## src/rtl/reg_select_pipe.sv

```systemverilog
// rtl/reg_select_pipe.sv - register select decode with writeback-delayed destination select
// Decode stage produces one-hot A/B/D selects; D then rides WB_STAGES registers to writeback.
module reg_select_pipe #(
  parameter int NREGS     = 32,
  parameter int WB_STAGES = 3
) (
  input  logic             clk,
  input  logic             reset,
  input  logic [31:0]      ibus,
  input  logic             in_valid,
  input  logic             b_from_rd,
  input  logic             no_write,
  input  logic             stall,
  input  logic             flush,
  output logic [NREGS-1:0] Aselect,
  output logic [NREGS-1:0] Bselect,
  output logic             sel_valid,
  output logic [NREGS-1:0] Dselect_wb,
  output logic             wb_valid
);

  localparam logic [4:0] XZR = 5'd31;

  // Field values at or above NREGS name no physical register and decode to zero.
  function automatic logic [NREGS-1:0] decode(input logic [4:0] k);
    logic [NREGS-1:0] v;
    v = '0;
    for (int i = 0; i < NREGS; i++) begin
      if (k == i[4:0]) v[i] = 1'b1;
    end
    return v;
  endfunction

  logic [4:0]       rd_fld, rn_fld, b_fld;
  logic             cap_valid;
  logic [NREGS-1:0] a_nxt, b_nxt, d_nxt;
  logic [NREGS-1:0] d_q;
  logic             dv_q;
  logic [NREGS-1:0] d_pipe  [WB_STAGES];
  logic             wv_pipe [WB_STAGES];
  logic             unused_ibus_bits;

  assign unused_ibus_bits = ^{ibus[31:21], ibus[15:10]};

  always_comb begin
    rd_fld    = ibus[4:0];
    rn_fld    = ibus[9:5];
    b_fld     = b_from_rd ? ibus[4:0] : ibus[20:16];
    cap_valid = in_valid & ~flush;
    a_nxt     = '0;
    b_nxt     = '0;
    d_nxt     = '0;
    if (cap_valid) begin
      a_nxt = decode(rn_fld);
      b_nxt = decode(b_fld);
      if (!no_write && rd_fld != XZR) d_nxt = decode(rd_fld);
    end
  end

  always_ff @(posedge clk) begin
    if (reset) begin
      Aselect   <= '0;
      Bselect   <= '0;
      sel_valid <= 1'b0;
      d_q       <= '0;
      dv_q      <= 1'b0;
      for (int i = 0; i < WB_STAGES; i++) begin
        d_pipe[i]  <= '0;
        wv_pipe[i] <= 1'b0;
      end
    end else if (!stall) begin
      Aselect    <= a_nxt;
      Bselect    <= b_nxt;
      sel_valid  <= cap_valid;
      d_q        <= d_nxt;
      dv_q       <= cap_valid;
      d_pipe[0]  <= d_q;
      wv_pipe[0] <= dv_q;
      for (int i = 1; i < WB_STAGES; i++) begin
        d_pipe[i]  <= d_pipe[i-1];
        wv_pipe[i] <= wv_pipe[i-1];
      end
    end
  end

  assign Dselect_wb = d_pipe[WB_STAGES-1];
  assign wb_valid   = wv_pipe[WB_STAGES-1];

endmodule

```

## config.mk

```make
export PLATFORM = sky130hd
export DESIGN_NAME = reg_select_pipe
export DESIGN_NICKNAME = d
export VERILOG_FILES = /design/src/rtl/reg_select_pipe.sv
export SDC_FILE = /design/constraint.sdc
export NUM_CORES = 1
export LEC_CHECK = 0
export ABC_AREA = 1
export CAP_MARGIN = 20
export CORE_ASPECT_RATIO = 0.9
export CORE_UTILIZATION = 40
export CTS_BUF_LIST = sky130_fd_sc_hd__clkbuf_2 sky130_fd_sc_hd__clkbuf_4 sky130_fd_sc_hd__clkbuf_8
export DETAILED_ROUTE_END_ITERATION = 10
export SLEW_MARGIN = 40
export SYNTH_ARGS = -nofsm -noshare
export SYNTH_HDL_FRONTEND = slang
export SYNTH_SLANG_ARGS = --single-unit
```

## constraint.sdc

```tcl
create_clock -name clk -period 4.12 [get_ports clk]
set_clock_uncertainty 0.05 [all_clocks]
set_input_delay 0.824 -clock clk [delete_from_list [all_inputs] [get_ports clk]]
set_output_delay 0.824 -clock clk [all_outputs]
set_load 0.01 [all_outputs]
```

==> impl_metrics.env <==
export IMPL_max_vdd_drop_uv=189
export IMPL_final_global_route_overflow_total=0
export IMPL_cts_resized=0
export IMPL_drt_iter0_markers=288
export IMPL_worst_ep_arrival_time_ns=2.87
export IMPL_vias=5238
export IMPL_critical_path_endpoint_type="flop"
export IMPL_list_of_most_frequent_post_synthesis_cells="240 x sky130_fd_sc_hd__nand2_1, 149 x sky130_fd_sc_hd__nor2_1, 113 x sky130_fd_sc_hd__inv_1, 99 x sky130_fd_sc_hd__edfxtp_1, 97 x sky130_fd_sc_hd__dfxtp_1"
export IMPL_synthesis_area_um2=7880
export IMPL_drcViolationCount=0
export IMPL_ctsRootBufferMaster="sky130_fd_sc_hd__clkbuf_8"
export IMPL_outcome="completed"
export IMPL_final_util_pct=48.8
export IMPL_grt_start_max_net_pins=103
export IMPL_maxUsedRoutingLayer="met4"
export IMPL_insertedDiodeCount=0
export IMPL_number_of_max_capacitance_violations_reported=0
export IMPL_htreeDepth=4
export IMPL_worstSetupStartpointType="input pin"
export IMPL_synth_area_per_inst_um2=9.06
export IMPL_max_freq_mhz=396
export IMPL_ys_warnings_count=0
export IMPL_dpl_hpwl_mm=9.07
export IMPL_synth_async_reset_ratio_pct=0
export IMPL_final_period_minus_worst_setup_slack_ns=2.53
export IMPL_critical_path_top_cell_by_count="sky130_fd_sc_hd__nand2_1"
export IMPL_sequentialPowerShare_pct=59.4
export IMPL_required_ns=4.47
export IMPL_yosys_register_bits=196
export IMPL_number_of_global_route_vias_before_repair=4753
export IMPL_die_x_um=150
export IMPL_maxSlewHeadroom_pct=57.0
export IMPL_final_nets=988
export IMPL_fin_crit_sh_pct=61.3
export IMPL_synthTopCellsByArea="sky130_fd_sc_hd__edfxtp_1 38%, sky130_fd_sc_hd__dfxtp_1 25%, sky130_fd_sc_hd__nand2_1 11%"
export IMPL_grt_setup_unrepaired="false"
export IMPL_clkSinkCount=196
export IMPL_die_height_um=135
export IMPL_critical_path_max_stage_delay_ns=0.68
export IMPL_route_met3_wl_mm=1.34
export IMPL_postPlaceCellArea_um2=9000
export IMPL_cp_max_fo=39
export IMPL_switching_power_w=0.000840
export IMPL_dieArea_um2=20300
export IMPL_routed_wire_length_per_instance_um=11.7
export IMPL_path_class="input pin to flop"
export IMPL_drt_via_density=4.32
export IMPL_pin_count=137
export IMPL_post_route_cell_area_um2=9380
export IMPL_report_final_hold_viol_count=0
export IMPL_tritoncts_num_buffers=17
export IMPL_syn2layout_area_growth_pct=19.0
export IMPL_numPortBuffers=119
export IMPL_synth_top_area_share_pct=37.7
export IMPL_router_iterations_before_antenna_repair=4
export IMPL_gpl_final_weighted_congestion=0.838
export IMPL_ys_flop_type="sky130_fd_sc_hd__edfxtp_1"
export IMPL_synth_sequential_area_ratio_pct=62.3
export IMPL_synth_edf_count=99
export IMPL_clk_path_buf_depth=2
export IMPL_rows=48
export IMPL_route_layer_met1_wl_mm=6.89
export IMPL_cts_repair_timing_setup_buffer_count=0
export IMPL_netlist_instances=870
export IMPL_routed_wl_mm=14.2
export IMPL_power_leakage_nw=3.74
export IMPL_drive_above_1_share_pct=6.55
export IMPL_sw_frac_of_total_pct=23.6
export IMPL_antenna_found_initial=0
export IMPL_hold_buffers=0
export IMPL_fillerInstances=1870
export IMPL_yosysTopAreaCell="sky130_fd_sc_hd__edfxtp_1"
export IMPL_tritoncts="yes"
export IMPL_yosysMostFrequentCell="sky130_fd_sc_hd__nand2_1"
export IMPL_first_pass_grt_wire_length_mm=23.7
export IMPL_cellInternalPower_w=0.00272
export IMPL_worstMarginPinSlew_ns=0.644
export IMPL_combPwrFrac_pct=6.8
export IMPL_placeableCoreArea_um2=19200
export IMPL_dr_wl_met2_mm=5.87
export IMPL_finalSetupTns_ns=0
export IMPL_path_cells="clkdlybuf4s50_1 -> inv_4 -> nand2_4 -> inv_2 -> buf_4 -> nand2_1 -> nand2_1"
export IMPL_worstSkewPairLatency_ns=0.46
export IMPL_power_density_nw_per_um2=379
export IMPL_hp_class="flop to flop"
export IMPL_crit_path_top_delay_cell="sky130_fd_sc_hd__clkdlybuf4s50_1"
export IMPL_slew_violations=0
export IMPL_global_route_usage_total_pct=14.9
export IMPL_postRouteAntennaNets=0
export IMPL_yosysUniqueCellTypes=23
export IMPL_initial_utilization_pct=41.0
export IMPL_final_number_of_setup_violating_endpoints=0
export IMPL_clockPowerShare_pct=33.8
export IMPL_synth_fp_nets=909
export IMPL_clk_pin_slew_worst_paths_ns=0.10
-- state kept, by name, indices dropped and copies added (netlist names) --
name     cells
dv_q         1
Aselect     32
d_q         32
d_pipe      96
Bselect     32
wv_pipe      3
-- cell usage in the layout (no fill, tap or decap), types with 3 or more instances in the layout --
cell type / count
sky130_fd_sc_hd__nand2_1: 240
sky130_fd_sc_hd__nor2_1: 149
sky130_fd_sc_hd__clkdlybuf4s50_1: 119
sky130_fd_sc_hd__inv_1: 113
sky130_fd_sc_hd__edfxtp_1: 99
sky130_fd_sc_hd__dfxtp_1: 97
sky130_fd_sc_hd__nand3_1: 48
sky130_fd_sc_hd__o21ai_1: 20
sky130_fd_sc_hd__clkbuf_8: 18
sky130_fd_sc_hd__o21ai_0: 13
sky130_fd_sc_hd__nor2_2: 8
sky130_fd_sc_hd__inv_2: 7
sky130_fd_sc_hd__inv_6: 4
sky130_fd_sc_hd__clkbuf_4: 3
sky130_fd_sc_hd__buf_12: 3
-- final timing paths --
kind	from	slack [ns]	cells past startpoint	endpoint
setup / recovery	reset	1.59	7	Bselect[16]
hold / removal	d_q[31]	0.39	2	d_q[31]
setup reg to reg	d_pipe[0][40]	3.34	2	d_pipe[0][72]
hold reg to reg	d_q[31]	0.39	2	d_q[31]
-- layer usage --
layer / track usage (%) / vias up
li1: - / 2800
met1: 20.3 / 2291
met2: 21.0 / 136
met3: 7.00 / 11
met4: 4.43 / 0
met5: 0 / -
-- power groups by stage --
stage / sequential, W / clock (W) / combinational (W)
final: 0.00211 / 0.00120 / 0.000240
after global routing: 0.00212 / 0.00134 / 0.000268
after CTS: 0.00211 / 0.00125 / 0.000244
after detailed placement: 0.00216 / 0 / 0.000244
after global placement: 0.00216 / 0 / 0.000243
after floorplan: 0.00216 / 0 / 0.000168
-- critical path, delay by kind of cell --
kind | cells | cell delay, ns
buf+inv | 4 | 1.79
simple gates | 3 | 0.22
-- kinds of logic (layout without fill, tap and decap cells) --
family | after synthesis | in the layout | share of synthesized area (%)
AO/OA/AOI/OAI | 35 | 35 | 2.24
buffers and inverters | 185 | 277 | 11.8
flip-flops | 196 | 196 | 62.3
AND/OR/NAND/NOR | 454 | 454 | 23.6
-- per-stage QoR --
| step | setup WS [ns] | power [W] | hold WS, ns | cells |
|---|---|---|---|---|
| after global routing | 1.48 | 0.00373 | 0.420 | 1212 |
| final | 1.59 | 0.00356 | 0.394 | 1212 |
| after detailed placement | 1.11 | 0.00240 | 0.380 | 1180 |
| after floorplan | 1.16 | 0.00233 | 0.366 | 870 |
| after CTS | 1.60 | 0.00361 | 0.396 | 1212 |
| after global placement | 1.13 | 0.00240 | 0.373 | 1180 |
-- layout make-up --
| class | instances | area (µm²) | area share, % |
|---|---|---|---|
| clock buffers | 21 | 270 | 2.88 |
| clock inverters | 11 | 118 | 1.25 |
| inverters | 121 | 457 | 4.87 |
| multi-input cells | 489 | 2050 | 21.8 |
| flip-flops and latches | 196 | 4910 | 52.4 |
| well taps | 250 | 313 | 3.33 |
| repair buffers | 124 | 1270 | 13.5 |
Note: power is estimated with default switching activity, not from simulation.
==> variant (config.mk and constraints unchanged) <==
Change the parameter `WB_STAGES` from 3 to 6.
--- a/src/rtl/reg_select_pipe.sv
+++ b/src/rtl/reg_select_pipe.sv
@@ -2,7 +2,7 @@
 // Decode stage produces one-hot A/B/D selects; D then rides WB_STAGES registers to writeback.
 module reg_select_pipe #(
   parameter int NREGS     = 32,
-  parameter int WB_STAGES = 3
+  parameter int WB_STAGES = 6
 ) (
   input  logic             clk,
   input  logic             reset,
Check against the original RTL: not equivalent (Yosys sat finds a counterexample within 10 cycles, from zero or initial values and one cycle with reset high).
==> variant against the original RTL <==
- the flow now finishes with violations (DRC)
- first-iteration DRC count rose by 69%
- power is 71% higher
- final area is 47% higher
- critical path depth is the same
- routed wire length rose by 35%
- worst setup slack gained 0.072 ns
- largest cell class unchanged
- highest routed layer unchanged
- sequential cell count rose by 99
- non-clock buffer count grew 1
- critical path type unchanged
- utilization up 0.64 points
- area after synthesis grew 44%
- largest power group unchanged
==> variant: results (changes against the original RTL) <==
Status
  – Status: finished with violations
  – Failing checks: DRC

Routing
  – Vias per cell: 4.257 (-1.5%)
  – DRC viols: 4 (+4)
  – M1 WL: 8858 microns (+28%)
  – DR pass1 iterations: 10 (+6)
  – WL per Instance: 11.40 microns (-2.9%)
  – Met3 WL: 2027 microns (+51%)
  – DR iter-0 viols: 487 (+69%)

Global routing
  – First-pass GRT wire length: 32290 microns (+36%)
  – Largest net degree at the start of global routing: 123 (+19%)
  – Gr usage total: 0.1345 (-0.01498)
  – GR Layer Usage met2: 0.2029 (-0.007186)
  – Met3 usage: 0.06031 (-0.009720)

Layout
  – Finished Layout Cells: 1686 (+39%)
  – Max reg flops: 192 (+100%)
  – Final net count: 1327 (+34%)

Critical path
  – Max stage delay on crit path: 0.52 ns (-0.16 ns)
  – Arr. time, crit path: 2.89 ns (+0.02 ns)

Logic synthesis
  – Synth cell types: 17 (-26%)
  – Synth area leaders: edfxtp_1, dfxtp_1, nand2_1
  – Synthesized Nets: 1195 (+31%)
  – Synth cell count leaders: nand2_1, nor2_1, inv_1, edfxtp_1, dfxtp_1
  – Sequential-to-total area share from yosys stat: 0.6943 (+0.07078)

STA
  – Ratio of final minimum period to clock period: 0.5961 (-0.01736)

Power and ir drop
  – Comb. pwr: 0.303 mW (+26%)
  – Peak VDD IR: 0.2016 mV (+6.7%)
  – Comb pwr share: 0.050 (-0.018)
  – Net Sw Power: 1.337 mW (+59%)
  – Power Clock: 2.49 mW (+110%)

Clock tree
  – CTS clk-pin slew, worst paths: 0.06 ns (-0.04 ns)
  – Clock latency on the worst-skew pair: 0.55 ns (+0.09 ns)

Placement
  – Pre-CTS WS: 1.064 ns (-0.04495 ns)
  – Placed insts: 1599 (+36%)
-- variant: cell type report --
| class | instances | area [sq um] | area share |
|---|---|---|---|
| Timing Repair Buffer | 125 | 1286 | 0.09306 |
| Sequential cell | 295 | 7888 | 0.5707 |
| Clock buffer | 78 | 898.4 | 0.06500 |
| Inverter | 225 | 849.6 | 0.06146 |
| Tap cell | 360 | 450.4 | 0.03259 |
| Multi-Input combinational cell | 594 | 2387 | 0.1727 |
| Clock inverter | 9 | 62.56 | 0.004526 |
-- variant: cell families (layout without fill, tap and decap cells) --
group / Yosys count / count (layout) / synth area share
DFF: 295 / 295 / 0.6943
buffers and inverters: 267 / 437 / 0.09681
AOI/OAI and AO/OA: 28 / 28 / 0.01267
and+or+nand+nor: 566 / 566 / 0.1963
-- variant: path summary, 6_finish.rpt --
check | startpoint | to
worst max register to register | d_pipe[2][4] | d_pipe[3][4]
worst min register to register | d_q[31] | d_q[31]
worst max-delay path | reset | Bselect[7]
worst min-delay path | d_q[31] | d_q[31]
